## config.mk

```make
export PLATFORM = sky130hd
export DESIGN_NAME = empacotar_bytes
export DESIGN_NICKNAME = d
export VERILOG_FILES = /design/src/rtl/vetores_pkg.sv /design/src/rtl/posicionar_byte.sv /design/src/rtl/empacotar_bytes.sv
export SDC_FILE = /design/constraint.sdc
export NUM_CORES = 1
export LEC_CHECK = 0
export CAP_MARGIN = 25
export CORE_MARGIN = 8
export CORE_UTILIZATION = 56
export CTS_BUF_LIST = sky130_fd_sc_hd__clkbuf_2 sky130_fd_sc_hd__clkbuf_4 sky130_fd_sc_hd__clkbuf_8
export CTS_CLUSTER_SIZE = 20
export DETAILED_ROUTE_END_ITERATION = 6
export PLACE_DENSITY_LB_ADDON = 0.05
export SYNTH_ARGS = -nofsm -noshare
export SYNTH_HDL_FRONTEND = slang
export SYNTH_SLANG_ARGS = --single-unit
```

## constraint.sdc

```tcl
create_clock -name clk -period 2.9 [get_ports clk]
set_input_delay 0.435 -clock clk [delete_from_list [all_inputs] [get_ports clk]]
set_output_delay 0.435 -clock clk [all_outputs]
set_load 0.005 [all_outputs]
```

## src/rtl/vetores_pkg.sv

```systemverilog
// Shared widths and byte-counter state encoding for the byte-to-word packer.
package vetores_pkg;
  localparam int LARGURA_BYTE      = 8;
  localparam int BYTES_POR_PALAVRA = 4;
  localparam int LARGURA_PALAVRA   = LARGURA_BYTE * BYTES_POR_PALAVRA;

  // The state value doubles as the index of the next byte within the word.
  typedef enum logic [1:0] {
    VAZIO = 2'd0,
    UM    = 2'd1,
    DOIS  = 2'd2,
    TRES  = 2'd3
  } estado_t;
endpackage

```

## src/rtl/posicionar_byte.sv

```systemverilog
// Places one byte in its 32-bit lane and produces the matching one-hot lane mask.
module posicionar_byte
  import vetores_pkg::*;
#(
  parameter int ORDEM_BIG = 1
) (
  input  logic [7:0]  dado_byte,
  input  logic [1:0]  indice,
  output logic [31:0] palavra,
  output logic [3:0]  mascara
);

  logic [1:0] faixa;

  always_comb begin
    faixa   = (ORDEM_BIG != 0) ? (2'd3 - indice) : indice;
    palavra = '0;
    palavra[faixa*LARGURA_BYTE +: LARGURA_BYTE] = dado_byte;
    mascara = 4'b0001 << faixa;
  end

endmodule

```

## src/rtl/empacotar_bytes.sv

```systemverilog
// Packs a byte stream into 32-bit words with lane mask; a word closes on the
// 4th byte or on a byte flagged last, and is held until the consumer takes it.
module empacotar_bytes
  import vetores_pkg::*;
#(
  parameter int ORDEM_BIG = 1
) (
  input  logic        clk,
  input  logic        rst,
  input  logic [7:0]  entrada_byte,
  input  logic        entrada_valida,
  input  logic        entrada_ultimo,
  output logic        entrada_pronta,
  output logic [31:0] saida,
  output logic [3:0]  saida_mascara,
  output logic        saida_ultimo,
  output logic        saida_valida,
  input  logic        saida_pronta
);

  estado_t     estado_q, estado_d;
  logic [31:0] acc_q, acc_d;
  logic [3:0]  acc_masc_q, acc_masc_d;
  logic [31:0] saida_q, saida_d;
  logic [3:0]  masc_q, masc_d;
  logic        ultimo_q, ultimo_d;
  logic        valida_q, valida_d;

  logic [31:0] palavra_pos;
  logic [3:0]  masc_pos;
  logic        aceita, consome, completa;

  posicionar_byte #(
    .ORDEM_BIG (ORDEM_BIG)
  ) u_posicionar (
    .dado_byte (entrada_byte),
    .indice    (estado_q),
    .palavra   (palavra_pos),
    .mascara   (masc_pos)
  );

  // Acceptance is only possible when the output register is free or draining,
  // so loading it on completion never overwrites an unconsumed word.
  assign entrada_pronta = ~valida_q | saida_pronta;
  assign aceita         = entrada_valida & entrada_pronta;
  assign consome        = valida_q & saida_pronta;
  assign completa       = aceita & ((estado_q == TRES) | entrada_ultimo);

  always_comb begin
    estado_d   = estado_q;
    acc_d      = acc_q;
    acc_masc_d = acc_masc_q;
    saida_d    = saida_q;
    masc_d     = masc_q;
    ultimo_d   = ultimo_q;
    valida_d   = valida_q;

    if (consome) valida_d = 1'b0;

    if (completa) begin
      saida_d    = acc_q | palavra_pos;
      masc_d     = acc_masc_q | masc_pos;
      ultimo_d   = entrada_ultimo;
      valida_d   = 1'b1;
      estado_d   = VAZIO;
      acc_d      = '0;
      acc_masc_d = '0;
    end else if (aceita) begin
      acc_d      = acc_q | palavra_pos;
      acc_masc_d = acc_masc_q | masc_pos;
      estado_d   = estado_t'(estado_q + 2'd1);
    end
  end

  always_ff @(posedge clk or posedge rst) begin
    if (rst) begin
      estado_q   <= VAZIO;
      acc_q      <= '0;
      acc_masc_q <= '0;
      saida_q    <= '0;
      masc_q     <= '0;
      ultimo_q   <= 1'b0;
      valida_q   <= 1'b0;
    end else begin
      estado_q   <= estado_d;
      acc_q      <= acc_d;
      acc_masc_q <= acc_masc_d;
      saida_q    <= saida_d;
      masc_q     <= masc_d;
      ultimo_q   <= ultimo_d;
      valida_q   <= valida_d;
    end
  end

  assign saida         = saida_q;
  assign saida_mascara = masc_q;
  assign saida_ultimo  = ultimo_q;
  assign saida_valida  = valida_q;

endmodule
```

==> results of run 1 <==
[how the worst max path moves through the flow]
stage	startpoint	end	slack, ns
6_report	estado_q[0]$_DFFE_PP0P_	saida[25]$_DFFE_PP0N_	0.65
5_1_grt	estado_q[0]$_DFFE_PP0P_	saida[29]$_DFFE_PP0N_	0.44
4_1_cts	estado_q[0]$_DFFE_PP0P_	acc_q[1]$_DFFE_PP0P_	0.65
3_5_place_dp	estado_q[0]$_DFFE_PP0P_	saida[25]$_DFFE_PP0N_	0.68
3_3_place_gp	estado_q[0]$_DFFE_PP0P_	saida[29]$_DFFE_PP0N_	0.74
2_1_floorplan	rst	acc_masc_q[0]$_DFFE_PP0P_	0.53
[cell families (layout without fill, tap and decap cells)]
| kind of cell | Yosys count | count (layout) | share of synthesized area |
|---|---|---|---|
| simple gates | 52 | 52 | 0.0790 |
| flops | 76 | 76 | 0.566 |
| fa+ha+maj | 5 | 5 | 0.0186 |
| buf+inv | 47 | 79 | 0.0712 |
| compound gates | 141 | 141 | 0.262 |
| mux | 1 | 1 | 0.00335 |
[sequential cells by signal (all words and copies together) (netlist names)]
| register | cells |
|---|---|
| acc_masc_q | 4 |
| acc_q | 32 |
| saida_ultimo | 1 |
| saida | 32 |
| estado_q | 2 |
| saida_valida | 1 |
| saida_mascara | 4 |
[metal layers]
metal / vias to the layer above / part of all wire / GRT usage
li1: 1254 / - / -
met1: 1359 / 0.43 / 0.272
met2: 89 / 0.48 / 0.297
met3: 12 / 0.072 / 0.0441
met4: 0 / 0.016 / 0.0886
met5: - / 0 / 0
[placed cells by master, fill, tap and decap left out, types with 3 or more instances in the layout]
master | netlist | layout
inv_1 | 6 | 5
a41oi_1 | 32 | 32
a21oi_1 | 67 | 67
clkbuf_8 | 0 | 10
ha_1 | 5 | 5
dfrtp_1 | 76 | 76
nor2_1 | 39 | 39
a31oi_1 | 38 | 38
clkdlybuf4s50_1 | 0 | 50
buf_4 | 2 | 5
bufinv_16 | 0 | 3
[power groups by stage]
stage / clock, mW / combinational [mW] / sequential [mW]
after floorplan: 0 / 0.574 / 1.50
after global placement: 0 / 1.05 / 1.50
after detailed placement: 0 / 1.08 / 1.51
after CTS: 0.979 / 1.09 / 1.49
after global routing: 1.02 / 1.19 / 1.53
final: 0.968 / 1.07 / 1.49
[metrics by stage]
stage | setup slack (ns) | hold slack [ns]
CTS | 0.647 | 0.432
global route | 0.441 | 0.475
finish | 0.647 | 0.428
global placement | 0.738 | 0.477
floorplan | 0.527 | 0.464
detailed placement | 0.683 | 0.487
[critical path: cells and delay by family, from the launching register on]
family	cells	cell delay [ns]
fa+ha+maj	1	0.41
compound gates	2	0.38
flops	1	0.57
buf+inv	1	0.12
simple gates	1	0.69
[cell type report]
cell class | instances | area, µm²
flip-flops and latches | 76 | 1900
multi-input cells | 199 | 1220
well taps | 75 | 93.8
clock buffers | 10 | 138
clock inverters | 5 | 100
fillers | 451 | 1790
inverters | 6 | 22.5
repair buffers | 58 | 583
==> run summary, run 1 <==
Leading area contributor after synthesis: dfrtp_1
DRT antenna net count: 0
Power share of the combinational group: 0.302
Fin nets: 368
Placed cells: 414
CP Capture Type: flop
DRT Wirelength: 8150 µm
Headroom to the max-slew limit: 0.516
Setup bufs post-CTS: 0
Gr usage total: 0.200
Top cells by area, synth: dfrtp_1 (57%), a21oi_1 (10%), a41oi_1 (8.3%)
Sequential Power Share: 0.423
Core area: 0.00585 mm²
Core Util, Final: 0.694
Initial Util: 0.574
Prevailing post-synth register cell: dfrtp_1
Fmax: 444 MHz
Reg clk slew, reported paths: 0.08 ns
Max rail drop VDD: 459 µV
TritonRoute pass-1 iters: 4
Yosys warns: 0
Clock Latency Late Sink: 0.34 ns
Placed cell area: 0.00382 mm²
Power, Total: 3.53 mW
Post_cts resized: 0
Syn_area_per_cell: 10.4 µm²
Setup TNS: 0 ns
H-tree levels: 3
Largest net degree at the start of global routing: 58
WP data arrival: 2.52 ns
DPL Wire Length: 5060 µm
First-pass GRT wire length: 13800 µm
Die area: 0.00873 mm²
CP peak stage delay: 0.69 ns
EDFF count, synth: 0
Worst-Margin Slew: 0.723 ns
DRC Markers: 0
Seq/Total Area, Yosys: 0.566
Max FO, Critical Path: 14
Root buffer cell: clkbuf_8
Power density over cell area: 869 mW/mm²
Cell Chain, Critical Path: inv_1 -> ha_1 -> nor4b_4 -> a21oi_1 -> a21oi_1
Diode count: 0
Worst hold-check path type: in2async
Via count: 2714
Fraction of layout cells with a size suffix above 1: 0.0847
Setup Skew: 0.00727 ns
Power share of the clock group: 0.274
Die span in y: 93.4 µm
Via density per instance: 6.33
GRT overflow: 0
Critical Path RT: 3.16 ns
CTS tree: built
Most frequent cell after synthesis: dfrtp_1
Syn nets: 340
GP Congestion: 0.768
I/O Buffers: 51
Layout area overhead: 20.9%
WS Path Type: reg2reg
Crit path launch type: flop
Cts hold-fix bufs: 0
Count of final setup violators: 0
Distinct cells, synth: 29
FF-to-FF End: saida[25]$_DFFE_PP0N_
Hold Violations, Final: 0
Net Sw Frac: 0.298
Final std cell area, no fill: 0.00406 mm²
Initial antenna violation count: 0
Total CTS buffers: 9
Yosys reg bits: 76
Final Cycle Share: 0.777
Worst R2R Path Depth: 5
Final cell count without fillers: 429
Mapped cell area: 0.00336 mm²
Unrepaired setup endpoints after global routing: no
Commonest cells post-synth: dfrtp_1 (76), a21oi_1 (67), nor2_1 (39)
Status: complete, no violations
Fraction of registers with async set/reset: 1.00
Max-slew violation count: 0
Leakage power: 1.72 nW
Cells after Synth: 322
Clk sink count: 76
CTS max path bufs: 2
Tmin final: 2.25 ns
Maxcap violations: 0
Synth top area share: 0.566
Most used cell, CP: a21oi_1
Initial DRC count: 293
Num rows: 28
Reg2Reg Setup Slack: 0.65 ns
Die Span X: 93.4 µm
Vias in the first global route: 2628
Net Sw Power: 1.05 mW
# IOs: 52
FF-to-FF Start: estado_q[0]$_DFFE_PP0P_
Slowest CP cell: nor4b_4
DR WL/cell: 19.0 µm
Int Power: 2.48 mW
(Power assumes the default switching activity.)
==> inputs of run 2 (changes only) <==
==> constraint.sdc (replaced) <==
create_clock -name clk -period 2.2 [get_ports clk]
set_input_delay 0.33 -clock clk [delete_from_list [all_inputs] [get_ports clk]]
set_output_delay 0.33 -clock clk [all_outputs]
set_load 0.005 [all_outputs]
==> run summary, run 2 (synthesized netlist as in run 1, its figures left out) <==
Max rail drop VDD: 657 µV
Critical Path RT: 1.87 ns
CP bufs+invs: 2
Final Cycle Share: 0.837
DRT Wirelength: 7990 µm
Commonest non-fill, non-tap cells in the layout: dfrtp_1 (76), a21oi_1 (67), clkdlybuf4s50_1 (50), nor2_1 (39), a31oi_1 (38)
Leakage power: 1.74 nW
Via count: 2713
GP Congestion: 0.735
Filler cells: 422
Core area: 0.00585 mm²
Num rows: 28
Cell Chain, Critical Path: clkdlybuf4s50_1 -> nand2b_2 -> clkdlybuf4s50_1
Power share of the combinational group: 0.315
Initial Util: 0.574
Status: complete, no violations
WP data arrival: 1.51 ns
Gr usage total: 0.187
First-pass GRT wire length: 12900 µm
Post_cts resized: 0
Power density over cell area: 1140 mW/mm²
Setup bufs post-CTS: 0
CTS max path bufs: 2
Fmax: 543 MHz
Fin nets: 373
Power share of the clock group: 0.270
Worst-Margin Slew: 0.446 ns
Count of final setup violators: 0
Maxcap violations: 0
Net Sw Frac: 0.295
Via density per instance: 6.25
Fraction of layout cells with a size suffix above 1: 0.0975
H-tree levels: 3
CP Capture Type: output port
Net Sw Power: 1.38 mW
Initial DRC count: 188
GRT overflow: 0
Root buffer cell: clkbuf_8
DPL Wire Length: 4870 µm
Die span in y: 93.4 µm
# IOs: 52
Int Power: 3.30 mW
DRC Markers: 0
Commonest non-fill, non-tap cell in the layout: dfrtp_1
Largest net degree at the start of global routing: 77
Setup Skew: 0.00876 ns
Clock Latency Late Sink: 0.34 ns
Reg2Reg Setup Slack: 0.45 ns
Die area: 0.00873 mm²
Worst hold-check path type: in2async
FF-to-FF Start: estado_q[1]$_DFFE_PP0P_
Slowest CP cell: clkdlybuf4s50_1
Tmin final: 1.84 ns
CTS tree: built
Most used cell, CP: clkdlybuf4s50_1
WS Path Type: in2out
Unrepaired setup endpoints after global routing: no
Layout area overhead: 22.5%
DRT antenna net count: 0
I/O Buffers: 51
Max FO, Critical Path: 9
Cts hold-fix bufs: 0
DR WL/cell: 18.4 µm
Crit path launch type: input port
Power, Total: 4.68 mW
Reg clk slew, reported paths: 0.08 ns
Worst R2R Path Depth: 6
Worst setup path end: entrada_pronta
FF-to-FF End: acc_q[18]$_DFFE_PP0P_
Clk sink count: 76
Total CTS buffers: 9
CP peak stage delay: 0.54 ns
Headroom to the max-slew limit: 0.702
Die Span X: 93.4 µm
Vias in the first global route: 2544
WP depth: 3
TritonRoute pass-1 iters: 4
Max-slew violation count: 0
Initial antenna violation count: 0
Hold Violations, Final: 0
CP startpoint: saida_pronta
Sequential Power Share: 0.415
CP top delay family: buffers and inverters
Setup TNS: 0 ns
Diode count: 0
==> run 2: cell count changes in the layout (fill, tap and decap cells not counted), sizes merged <==
cell / before / now
buf: 8 / 13
clkinvlp: 0 / 1
inv: 6 / 5
==> run 2: per-layer routing <==
metal / vias to the layer above / part of all wire / track usage
met1: 1319 / 0.44 / 0.252
met2: 110 / 0.46 / 0.280
met4: 0 / 0.020 / 0.0872
li1: 1270 / - / -
met5: - / 0 / 0
met3: 14 / 0.081 / 0.0417
==> run 2: worst register-to-register path, cell delays in order, from the launching register on <==
cell	delay, ns
dfrtp_1	0.39
inv_1	0.09
ha_1	0.39
and4b_1	0.24
buf_4	0.18
a41oi_1	0.28
nor2_1	0.07
==> run 2: how the worst min path moves through the flow <==
stage                                end  slack, ns  depth (start not counted)
2_1_floorplan  acc_masc_q[1]$_DFFE_PP0P_       0.46                          2
3_3_place_gp   acc_masc_q[3]$_DFFE_PP0P_       0.48                          2
3_5_place_dp       acc_q[23]$_DFFE_PP0P_       0.49                          2
4_1_cts            acc_q[21]$_DFFE_PP0P_       0.45                          3
5_1_grt            saida[21]$_DFFE_PP0N_       0.48                          3
6_report           saida[19]$_DFFE_PP0N_       0.44                          3
==> run 2: power by group through the flow <==
stage	logic, mW	clock network, mW	registers (mW)
floorplan	0.757	0	1.97
global placement	1.45	0	1.96
detailed placement	1.47	0	1.96
CTS	1.49	1.28	1.94
global route	1.62	1.34	1.98
finish	1.47	1.26	1.94
==> run 2: layout make-up <==
type                       count  area (µm²)  share of cell area
multi-input combinational    199        1220               0.297
inverter                       6        26.3             0.00639
tap                           75        93.8              0.0228
sequential                    76        1900               0.462
clock buffer                  10         138              0.0335
timing repair buffer          63         633               0.154
clock inverter                 5         100              0.0243
==> run 2: stage by stage <==
step	hold WS (ns)	util	cells	setup slack, ns	cell area, µm²
2_1_floorplan	0.464	-	322	0.346	3360
3_3_place_gp	0.478	0.662	419	0.332	3870
3_5_place_dp	0.488	0.662	419	0.298	3870
4_1_cts	0.452	0.703	434	0.343	4110
5_1_grt	0.479	0.703	434	0.291	4110
6_report	0.444	0.703	434	0.360	4110
==> inputs of run 3 (changes only) <==
--- a/config.mk
+++ b/config.mk
@@ -7,7 +7,7 @@
 export LEC_CHECK = 0
 export CAP_MARGIN = 25
 export CORE_MARGIN = 8
-export CORE_UTILIZATION = 56
+export CORE_UTILIZATION = 50
 export CTS_BUF_LIST = sky130_fd_sc_hd__clkbuf_2 sky130_fd_sc_hd__clkbuf_4 sky130_fd_sc_hd__clkbuf_8
 export CTS_CLUSTER_SIZE = 20
 export DETAILED_ROUTE_END_ITERATION = 6
==> constraint.sdc (replaced) <==
create_clock -name clk -period 1.6 [get_ports clk]
set_input_delay 0.24 -clock clk [delete_from_list [all_inputs] [get_ports clk]]
set_output_delay 0.24 -clock clk [all_outputs]
set_load 0.005 [all_outputs]
==> run summary, run 3 (synthesized netlist as in run 1, its figures left out) <==
DRT antenna net count: 0
CP Capture Type: flop
Commonest non-fill, non-tap cell in the layout: dfrtp_1
Core area: 0.00664 mm²
Failing checks: negative setup slack
Total CTS buffers: 9
Clk sink count: 76
Largest net degree at the start of global routing: 48
Final cell count without fillers: 456
GRT overflow: 0
Tmin final: 1.67 ns
Met3 usage: 0.0434
Filler cells: 476
CTS max path bufs: 2
Hold Violations, Final: 0
Diode count: 0
Power share of the clock group: 0.253
Net Sw Power: 2.12 mW
Dpl ws: -0.0311 ns
Die span in y: 98.0 µm
Via count: 2787
Maxcap violations: 0
Status: complete, but fails checks
Final std cell area, no fill: 0.00469 mm²
WS Path Type: reg2reg
Vias in the first global route: 2718
Core Util, Final: 0.705
Critical Path RT: 1.88 ns
M2 GR Usage: 0.277
Initial DRC count: 138
DRT Wirelength: 9030 µm
Initial antenna violation count: 0
Power, Total: 6.91 mW
Initial Util: 0.505
Die area: 0.00960 mm²
GRT met1 Usage: 0.253
Final WS setup: -0.0659 ns
Fin nets: 389
Num rows: 30
Gr usage total: 0.185
Fraction of layout cells with a size suffix above 1: 0.269
Root buffer cell: clkbuf_8
Clock Latency Late Sink: 0.35 ns
DRC Markers: 0
Placed cells: 435
Count of final setup violators: 14
Die Span X: 98.0 µm
Cts hold-fix bufs: 0
I/O Buffers: 51
Max rail drop VDD: 1000 µV
Power share of the combinational group: 0.355
Fmax: 600 MHz
Leakage power: 1.88 nW
Crit path launch type: flop
First-pass GRT wire length: 14400 µm
Headroom to the max-slew limit: 0.636
Int Power: 4.79 mW
Max FO, Critical Path: 8
Unrepaired setup endpoints after global routing: yes
Via density per instance: 6.11
WP data arrival: 1.94 ns
Commonest non-fill, non-tap cells in the layout: dfrtp_1 (74), clkdlybuf4s50_1 (49), a21oi_1 (44), nor2_1 (39), a31oi_1 (38)
Net Sw Frac: 0.307
GRT busiest layer: met2
Reg clk slew, reported paths: 0.08 ns
DPL Wire Length: 5370 µm
DR WL/cell: 19.8 µm
Worst hold-check path type: in2reg
TritonRoute pass-1 iters: 4
Final Cycle Share: 1.04
CTS tree: built
Max-slew violation count: 0
Power density over cell area: 1480 mW/mm²
Placed cell area: 0.00415 mm²
Sequential Power Share: 0.391
Layout area overhead: 39.6%
# IOs: 52
GP Congestion: 0.738
Worst-Margin Slew: 0.545 ns
Setup Skew: 0.00750 ns
H-tree levels: 3
run 3: cell count changes in the layout (fill, tap and decap cells not counted), sizes merged:
cell	before	now
clkbuf	10	12
dlygate4sd2	0	1
clkinvlp	1	3
clkdlybuf4s50	50	49
buf	13	26
run 3: timing repair:
action                                  CTS  global route
gates cloned                              0             3
resized for setup                         5            33
buffers inserted                          0             2
endpoints found under the setup margin   28            58
pin swaps                                 1            37
endpoints found under the hold margin     0             0
run 3: cell type report:
class                      instances  area [µm²]  area share
clock inverter                     7         115      0.0246
clock buffer                       9         124      0.0264
sequential                        76        1900       0.406
inverter                           6        26.3     0.00561
tap                               80         100      0.0214
multi-input combinational        199        1510       0.323
timing repair buffer              79         905       0.193
run 3: critical path: stages, from the launching register on:
cell       delay (ns)
dfrtp_2          0.44
inv_2            0.08
ha_4             0.31
and4b_2          0.32
clkbuf_16        0.19
a41oi_2          0.12
nor2_1           0.15
run 3: worst paths after layout:
path                                      startpoint                   endpoint  depth (start not counted)  slack [ns]
setup / recovery             estado_q[0]$_DFFE_PP0P_      acc_q[22]$_DFFE_PP0P_                          6       -0.07
hold / removal                        entrada_valida   saida_valida$_DFFE_PP0P_                          3        0.21
setup reg to reg             estado_q[0]$_DFFE_PP0P_      acc_q[22]$_DFFE_PP0P_                          6       -0.07
hold reg to reg            acc_masc_q[2]$_DFFE_PP0P_  acc_masc_q[2]$_DFFE_PP0P_                          2        0.51
max in group asynchronous                        rst      acc_q[14]$_DFFE_PP0P_                          3        0.94
min in group asynchronous                        rst  acc_masc_q[1]$_DFFE_PP0P_                          3        0.31
run 3: power groups by stage:
stage	clock [mW]	combinational, mW	sequential, mW
global route	1.87	2.69	2.76
detailed placement	0	2.28	2.72
CTS	1.79	2.31	2.70
finish	1.75	2.46	2.71
global placement	0	2.26	2.71
floorplan	0	1.13	2.72
run 3: per-layer routing:
layer / share of wire / routed length, µm / vias up
met5: 0 / 0 / -
met4: 0.012 / 107 / 0
met3: 0.050 / 450 / 11
met2: 0.49 / 4410 / 75
met1: 0.45 / 4060 / 1406
li1: - / - / 1295
run 3: metrics by stage:
stage | setup TNS (ns) | hold slack [ns]
6_report | -0.252 | 0.207
5_1_grt | -2.86 | 0.231
4_1_cts | -0.0378 | 0.197
3_5_place_dp | -0.123 | 0.490
3_3_place_gp | -0.00317 | 0.477
2_1_floorplan | -0.0455 | 0.416
